==> config.mk <==
export PLATFORM = sky130hd
export DESIGN_NAME = com_tracker
export DESIGN_NICKNAME = d
export VERILOG_FILES = /design/src/rtl/com_tracker.sv
export SDC_FILE = /design/constraint.sdc
export NUM_CORES = 1
export LEC_CHECK = 0
export BUFFER_PORTS_ARGS = -buffer_cell sky130_fd_sc_hd__buf_2
export CORE_ASPECT_RATIO = 2
export CORE_MARGIN = 3
export CORE_UTILIZATION = 51
export CTS_CLUSTER_DIAMETER = 100
export DETAILED_ROUTE_END_ITERATION = 10
export GPL_TIMING_DRIVEN = 0
export PLACE_DENSITY = 0.76
export SYNTH_ARGS = -nofsm -noshare
export SYNTH_HDL_FRONTEND = slang
export SYNTH_SLANG_ARGS = --single-unit
==> constraint.sdc <==
create_clock -name clk -period 4 [get_ports clk]
set_input_delay 1 -clock clk [delete_from_list [all_inputs] [get_ports clk]]
set_output_delay 1 -clock clk [all_outputs]
set_load 0.03 [all_outputs]
==> src/rtl/com_tracker.sv <==
// Per-frame target tracker fed by the colour centre-of-mass stage.
// Counts qualifying pixels per frame and waits out the divider latency before sampling the centre.
// Then smooths the track, derives velocity, detects target loss and strobes update for one cycle.
module com_tracker #(
  parameter int DIV_LATENCY = 40,
  parameter int MIN_PIXELS  = 64,
  parameter int LOST_FRAMES = 4,
  parameter int ALPHA_SHIFT = 2
) (
  input  logic        clk,
  input  logic        reset,
  input  logic [10:0] x,
  input  logic [9:0]  y,
  input  logic        included,
  input  logic [9:0]  x_center,
  input  logic [9:0]  y_center,
  output logic [9:0]  track_x,
  output logic [9:0]  track_y,
  output logic [10:0] vel_x,
  output logic [10:0] vel_y,
  output logic        track_valid,
  output logic        lost,
  output logic        update
);

  typedef enum logic [1:0] {IDLE, WAIT, SAMPLE} state_t;

  localparam int WW = $clog2(DIV_LATENCY + 1);
  localparam logic [WW-1:0] WAIT_LAST = WW'(DIV_LATENCY - 1);

  state_t          state_q, state_d;
  logic [WW-1:0]   wcnt_q, wcnt_d;
  logic            origin_q;
  logic            at_origin;
  logic            fs;
  logic [19:0]     pix_cnt;
  logic [19:0]     frame_count;
  logic [3:0]      miss;
  logic [4:0]      miss_inc;
  logic            present;
  logic signed [10:0] dx, dy;
  logic signed [10:0] step_x, step_y;

  // A frame starts on the first cycle of any run of (0,0) pixels.
  assign at_origin = (x == 11'd0) && (y == 10'd0);
  assign fs        = at_origin && !origin_q;

  assign present  = frame_count >= 20'(MIN_PIXELS);
  assign miss_inc = {1'b0, miss} + 5'd1;

  // The new position always lies between old track and centre, so the
  // 10-bit truncation never wraps and new - old equals the shifted step.
  assign dx     = $signed({1'b0, x_center} - {1'b0, track_x});
  assign dy     = $signed({1'b0, y_center} - {1'b0, track_y});
  assign step_x = dx >>> ALPHA_SHIFT;
  assign step_y = dy >>> ALPHA_SHIFT;

  // Remember whether the previous cycle sat on the origin.
  always_ff @(posedge clk) begin
    if (reset) origin_q <= 1'b0;
    else       origin_q <= at_origin;
  end

  // Saturating per-frame pixel count; the origin pixel already belongs to the new frame.
  always_ff @(posedge clk) begin
    if (reset) begin
      pix_cnt     <= 20'd0;
      frame_count <= 20'd0;
    end else if (fs) begin
      frame_count <= pix_cnt;
      pix_cnt     <= {19'd0, included};
    end else if (included && (pix_cnt != 20'hFFFFF)) begin
      pix_cnt <= pix_cnt + 20'd1;
    end
  end

  // FSM and wait counter registers.
  always_ff @(posedge clk) begin
    if (reset) begin
      state_q <= IDLE;
      wcnt_q  <= '0;
    end else begin
      state_q <= state_d;
      wcnt_q  <= wcnt_d;
    end
  end

  // Next state: a new frame start always (re)starts the latency wait.
  always_comb begin
    state_d = state_q;
    wcnt_d  = wcnt_q;
    case (state_q)
      IDLE: begin
        if (fs) begin
          state_d = WAIT;
          wcnt_d  = '0;
        end
      end
      WAIT: begin
        if (fs) begin
          wcnt_d = '0;
        end else if (wcnt_q == WAIT_LAST) begin
          state_d = SAMPLE;
        end else begin
          wcnt_d = wcnt_q + 1'b1;
        end
      end
      SAMPLE: begin
        if (fs) begin
          state_d = WAIT;
          wcnt_d  = '0;
        end else begin
          state_d = IDLE;
        end
      end
      default: state_d = IDLE;
    endcase
  end

  // Frame evaluation: acquire, smooth, or count a miss; outputs move the cycle after SAMPLE.
  always_ff @(posedge clk) begin
    if (reset) begin
      track_x     <= 10'd360;
      track_y     <= 10'd240;
      vel_x       <= 11'd0;
      vel_y       <= 11'd0;
      track_valid <= 1'b0;
      lost        <= 1'b1;
      update      <= 1'b0;
      miss        <= 4'd15;
    end else begin
      update <= (state_q == SAMPLE);
      if (state_q == SAMPLE) begin
        if (present) begin
          miss        <= 4'd0;
          lost        <= 1'b0;
          track_valid <= 1'b1;
          if (lost) begin
            track_x <= x_center;
            track_y <= y_center;
            vel_x   <= 11'd0;
            vel_y   <= 11'd0;
          end else begin
            track_x <= track_x + step_x[9:0];
            track_y <= track_y + step_y[9:0];
            vel_x   <= step_x;
            vel_y   <= step_y;
          end
        end else begin
          miss <= miss_inc[4] ? 4'd15 : miss_inc[3:0];
          if (miss_inc >= 5'(LOST_FRAMES)) begin
            lost        <= 1'b1;
            track_valid <= 1'b0;
            vel_x       <= 11'd0;
            vel_y       <= 11'd0;
          end
        end
      end
    end
  end

endmodule

==> impl_metrics.toml, run 1 <==
[placement]
placed_area_um2 = 5780
hpwlAfterDp_mm = 11.1
placement.io_buffers = 87
place_ws_ns = -0.424
place_inst = 828
place_congestion = 0.896

[logic_synthesis]
yosysWarnings = 0
synth.top_cell.area_share = 0.340
synth_area_leaders = "dfxtp_1 34%, ha_1 10%, nor2_1 6.4%, xnor2_1 4.1%, xor2_1 3.9%"
synth_edf_count = 0
synth_top_area_cell = "dfxtp_1"
ys_types = 66
syn_area_per_cell_um2 = 8.50
netlist_instances = 609
syn-num-nets = 697
synth_common_cells = "88 x dfxtp_1, 88 x nor2_1, 46 x nand2_1"
async_reset_ff_frac = 0
synth-main-ff-cell = "dfxtp_1"
synth_area_um2 = 5180
synth_seq_cells = 88
seq_area_frac_synth = 0.340

[critical_path]
r2r.worst_path.cells = 15
worstSetupPathType = "primary input to flop"
worst_path_largest_cell_delay_ns = 0.35
end_kind = "flop"
worstPathRequired_ns = 4.24
critPathSlowestCell = "a41o_1"
startpoint_type = "primary input"
crit_arrival_ns = 4.10
path_cells = "buf_2 > ha_1 > a21o_1 > a31o_2 > a41o_1 > a21oi_2 > o21ba_2 > xnor2_1 > ha_1 > a21oi_2 > nand2_1 > o21ai_2 > o21bai_1 > a21oi_1 > xnor2_1 > a221oi_1"
crit_fanout = 4

[worst_hold_path]
hold-path-cell-count = 2
hp-class = "flop to flop"

[global_route]
first_global_vias = 4863
antenna_found_initial = 0
busiest_layer = "met2"
grt_start_max_net_pins = 15
grt_pass1_wl_mm = 22.5
grt-ovfl-total = 0
groute.usage.overall = 0.244
gr-usage-met2 = 0.490
use_met3 = 0.0370
met1_usage = 0.229

[clock_tree]
root_buffer = "clkbuf_16"
cts_buffers = 9
cts_hold_buf = 0
clk_latency_ns = 0.34
cts_setup_buffers = 0
clkTransAtPathRegs_ns = 0.06
clockBufferDepth = 2
cts_tree = "done"
h-tree-depth = 3
cts_num_sinks = 88

[routing]
drtAntennaViolNets = 0
drc_errors = 0
wl_per_cell_um = 16.8
drt-vias-per-instance = 5.73
drt_iter0_drc = 269
wl_mm = 14.1
vias = 4829
drt_pass1_iterations = 5

[die]
start_util = 0.527
die_h_um = 148
core_region_area_um2 = 9830
ioPinCount = 89
die_area_um2 = 11500
rows = 51
die_w_um = 77.2

[final_layout]
antennaDiodeCount = 0
area_growth_pct = 19.0
final-seq-area_um2 = 1760
stdcell_count = 843
drive_gt1_frac = 0.201
fillCellCount = 890
fin_area_um2 = 6160
multi_input_area_um2 = 3190
finalNetCount = 795

[timing]
skew_ns = 0.00383
hold_viol = 0
holdWs_ns = 0.482
slew_headroom = 0.559
fin_crit_sh = 0.964
maxSlewViolCount = 0
finalSetupTns_ns = 0
fmax_ghz = 0.259
period_needed_ns = 3.86
setup_slack_ns = 0.144
setup_viol = 0
worstMarginPinSlew_ns = 0.661

[job]
maxCapViolCount = 0

[power]
ir_drop_uv = 262
p_per_area_nw_per_um2 = 339
leakage_nw = 2.71

[run_status]
status = "finished clean"
[layer usage]
metal / part of all wire / wire [µm]
met3: 0.038 / 530
met4: 0.043 / 607
met1: 0.35 / 4880
met5: 0 / 0
met2: 0.57 / 8110
[power breakdown]
group	switching [mW]	internal (mW)	leakage (nW)
sequential	0.00219	0.878	0.709
clock	0.339	0.623	0.161
combinational	0.141	0.103	1.84
[placed cells by master (no fill, tap or decap), types with 3 or more instances in the layout]
master / instances
a211oi_1: 13
nor2_1: 88
or3_1: 4
xor2_1: 23
or2_2: 4
nor2b_1: 3
clkbuf_16: 9
clkbuf_1: 12
inv_1: 28
nor4_1: 8
o21bai_1: 3
o21ai_0: 26
a21oi_1: 28
a21oi_2: 3
dfxtp_1: 88
a22oi_1: 13
nand2_1: 46
xnor2_1: 24
nor3_1: 9
mux2i_1: 20
ha_1: 42
a21o_1: 12
o21a_1: 4
nand2b_1: 3
buf_4: 5
buf_2: 96
nand3_1: 16
o211ai_1: 7
and3_1: 6
and2_1: 3
bufinv_16: 3
nand4_1: 9
[path summary, 6_finish.rpt]
path | from | end | slack [ns]
setup reg to reg | track_y[1] | track_y[8] | 0.42
hold / removal | vel_y[5] | vel_y[5] | 0.48
hold reg to reg | vel_y[5] | vel_y[5] | 0.48
setup / recovery | x_center[2] | track_x[9] | 0.14
[sequential cells by signal (all words and copies together), names as in the netlist]
signal and cells:
track_valid 1, wcnt_q 6, state_q 2, miss 4
vel_y 9, frame_count 14, origin_q 1, pix_cnt 20
vel_x 9, track_x 10, update 1, lost 1
track_y 10
[layout make-up]
class | instances | share of cell area
inverters | 29 | 0.0177
multi-input cells | 463 | 0.518
repair buffers | 87 | 0.0707
clock inverters | 5 | 0.0171
well taps | 132 | 0.0268
clock buffers | 10 | 0.0388
plain buffers | 29 | 0.0250
flip-flops and latches | 88 | 0.286
[metrics by stage]
step	power, mW	util
floorplan	1.06	-
finish	2.09	0.627
CTS	2.09	0.623
detailed placement	1.13	0.588
global route	2.15	0.627
global placement	1.12	0.588
[timing repair]
action,CTS,global route
hold endpoints to repair,0,0
resized for setup,1,9
setup endpoints to repair,2,6
[critical path: cells and delay by family]
| kind | cells | cell delay [ns] |
|---|---|---|
| buffers and inverters | 1 | 0.11 |
| adder cells (fa/ha/maj) | 2 | 0.65 |
| XOR/XNOR | 2 | 0.23 |
| AND/OR/NAND/NOR | 1 | 0.08 |
| AO/OA/AOI/OAI | 10 | 2.03 |
[kinds of logic after synthesis]
| group | synth area share |
|---|---|
| AOI/OAI and AO/OA | 0.179 |
| xor gates and xnor gates | 0.0795 |
| adders and majority gates | 0.109 |
| buffers and inverters | 0.0508 |
| DFF | 0.340 |
| muxes | 0.0387 |
| and+or+nand+nor | 0.203 |
Power figures use the tool's default switching activity.
==> run 2: changes to the inputs <==
- ABC_AREA: unset -> 1
- CORE_UTILIZATION: 51 -> 52
- PLACE_DENSITY: 0.76 -> 0.77
- SETUP_SLACK_MARGIN: unset -> 0.2
==> run 2 against run 1 <==
Sequential share of layout area shrank 2.7 points. Global-route usage is 5.9 points higher. Worst setup slack gained 0.23 ns. Critical path type unchanged. Critical endpoint is now track_y[9]. Largest cell class unchanged. Highest routed layer unchanged.
==> impl_metrics.toml, run 2 <==
[run_status]
status = "finished clean"

[power]
power_frac_comb = 0.137
p_switching_uw = 561
pwr-share-seq = 0.433
p_clk_frac = 0.430
p_per_area_nw_per_um2 = 298
internal_power_mw = 1.47
netSwitchingFraction = 0.276
leakage_nw = 3.15
ir_drop_uv = 247

[critical_path]
worstSetupPathType = "primary input to flop"
critPathSlowestCell = "ha_1"
worstPathRequired_ns = 4.27
crit_fanout = 4
end_kind = "flop"
worst_path_largest_cell_delay_ns = 0.37
critPathBufInv = 2
startpoint_type = "primary input"
r2r.worst_path.cells = 18
timing.rr.start = "track_y[6]"
crit_arrival_ns = 3.90
timing.rr.end = "track_y[9]"
cp_top_family = "simple AND/OR/NAND/NOR gates"
path_cells = "buf_2 > ha_1 > a21oi_2 > o22ai_1 > nor2_2 > nand3_2 > or2_2 > and2_1 > ha_1 > nand2_1 > nor2_1 > nor2_1 > nand3_2 > inv_1 > nand3_1 > nand3_1 > nand2_1 > a21oi_1"
ff2ff_setup_slack_ns = 0.68

[die]
core_region_area_um2 = 10900
die_h_um = 156
die_area_um2 = 12600
start_util = 0.534
die_w_um = 81.0
ioPinCount = 89
rows = 54

[logic_synthesis]
seq_area_frac_synth = 0.301
netlist_instances = 870
synth_seq_cells = 88
synth_top_area_cell = "dfxtp_1"
yosysMostFrequentCell = "nand2_1"
synth_area_leaders = "dfxtp_1 30%, nand2_1 15%, ha_1 9.0%, a21oi_1 7.3%, inv_1 6.0%"
syn_area_per_cell_um2 = 6.72
synth_common_cells = "226 x nand2_1, 94 x inv_1, 88 x dfxtp_1"
async_reset_ff_frac = 0
ys_types = 46
synth_edf_count = 0
yosysWarnings = 0
syn-num-nets = 958
synth.top_cell.area_share = 0.301
synth_area_um2 = 5850
synth-main-ff-cell = "dfxtp_1"

[timing]
fmax_ghz = 0.276
setup_slack_ns = 0.373
slew_headroom = 0.540
hold_viol = 0
skew_ns = 0.0105
setup_viol = 0
maxSlewViolCount = 0
fin_crit_sh = 0.907
rsz0062_at_grt = "false"
worstMarginPinSlew_ns = 0.691
holdWs_ns = 0.462
period_needed_ns = 3.63

[routing]
wl_per_cell_um = 16.3
drt_iter0_drc = 260
drtAntennaViolNets = 0
wl_mm = 18.2
vias = 6118
drt_pass1_iterations = 5
drc_errors = 0
drt-vias-per-instance = 5.49

[clock_tree]
cts_hold_buf = 0
clk_latency_ns = 0.35
cts_tree = "done"
clockBufferDepth = 2
cts_num_sinks = 88
h-tree-depth = 3
root_buffer = "clkbuf_16"
cts_buffers = 9
clkTransAtPathRegs_ns = 0.07

[final_layout]
drive_gt1_frac = 0.160
largestRegisters = "pix_cnt x20, frame_count x14"
top_register = "pix_cnt"
largest_register_ffs = 20
fillCellCount = 1101
antennaDiodeCount = 0
final_common_cell = "nand2_1"
finalNetCount = 1058
stdcell_count = 1115
final_cell_mix = "225 x nand2_1, 95 x buf_2, 94 x inv_1"
area_growth_pct = 16.5

[global_route]
grt_start_max_net_pins = 17
first_global_vias = 6021
grt-ovfl-total = 0
antenna_found_initial = 0
grt_pass1_wl_mm = 28.9
groute.usage.overall = 0.303

[placement]
placement.io_buffers = 88
place_ws_ns = -0.220
hpwlAfterDp_mm = 14.6
place_congestion = 0.942
place_inst = 1098

[worst_hold_path]
hp-class = "flop to flop"
holdPathEnd = "pix_cnt[19]"
hold-path-cell-count = 2
min-delay-start = "pix_cnt[19]"

[job]
maxCapViolCount = 0
[run 2: kinds of logic (layout without fill, tap and decap cells)]
group,Yosys count,count (layout),share of synthesized area
XOR/XNOR,40,40,0.0599
AND/OR/NAND/NOR,401,401,0.290
adder cells (fa/ha/maj),44,44,0.0967
buffers and inverters,132,237,0.0929
flip-flops,88,88,0.301
AO/OA/AOI/OAI,165,165,0.159
[run 2: worst max path at each step]
stage | from | to | slack (ns) | depth (start not counted)
3_3_place_gp | y_center[6] | track_y[9] | -0.16 | 18
4_1_cts | y_center[6] | track_y[9] | 0.24 | 18
6_report | y_center[6] | track_y[9] | 0.37 | 18
3_5_place_dp | y_center[6] | track_y[9] | -0.22 | 18
5_1_grt | y_center[5] | track_y[9] | 0.26 | 21
2_1_floorplan | y_center[2] | track_y[9] | 0.66 | 18
[run 2: cell type report]
cell class | count | area, µm² | share of cell area
Timing Repair Buffer | 89 | 448 | 0.0658
Buffer | 30 | 160 | 0.0235
Clock inverter | 7 | 78.8 | 0.0116
Clock buffer | 9 | 225 | 0.0331
Tap cell | 140 | 175 | 0.0257
Inverter | 102 | 383 | 0.0562
Multi-Input combinational cell | 650 | 3580 | 0.525
Sequential cell | 88 | 1760 | 0.259
[run 2: repair_timing]
action | CTS | global route
pin swaps | 0 | 2
resized for setup | 1 | 8
endpoints found under the setup margin | 1 | 2
buffers inserted | 0 | 1
[run 2: routing by layer]
| layer | part of all wire | track usage | wire length [µm] | vias to the layer above |
|---|---|---|---|---|
| met1 | 0.32 | 0.257 | 5770 | 2764 |
| li1 | - | - | - | 3032 |
| met3 | 0.050 | 0.0757 | 910 | 103 |
| met4 | 0.10 | 0.294 | 1820 | 0 |
| met2 | 0.53 | 0.539 | 9730 | 219 |
| met5 | 0 | 0 | 0 | - |
[run 2: metrics by stage]
stage / utilization / TNS (ns) / total power [mW] / cell area [µm²]
2_1_floorplan: - / 0 / 1.08 / 5850
3_3_place_gp: 0.590 / -0.156 / 1.17 / 6460
3_5_place_dp: 0.590 / -0.220 / 1.17 / 6460
4_1_cts: 0.619 / 0 / 2.03 / 6770
5_1_grt: 0.622 / 0 / 2.11 / 6810
6_report: 0.622 / 0 / 2.03 / 6810
[run 2: power by group through the flow]
stage | clock [mW] | sequential (mW) | combinational (mW)
3_3_place_gp | 0 | 0.899 | 0.266
4_1_cts | 0.883 | 0.879 | 0.271
5_1_grt | 0.920 | 0.879 | 0.308
6_report | 0.873 | 0.879 | 0.279
2_1_floorplan | 0 | 0.899 | 0.181
3_5_place_dp | 0 | 0.899 | 0.268
[run 2: worst register-to-register path, cell delays in order, from the launching register on]
cell,delay (ns)
dfxtp_1,0.40
inv_1,0.06
ha_1,0.36
a21oi_2,0.23
o22ai_1,0.11
nor2_2,0.17
nand3_2,0.13
or2_2,0.30
and2_1,0.16
ha_1,0.31
nand2_1,0.14
nor2_1,0.06
nor2_1,0.21
nand3_2,0.18
inv_1,0.08
nand3_1,0.07
nand3_1,0.08
nand2_1,0.07
a21oi_1,0.11
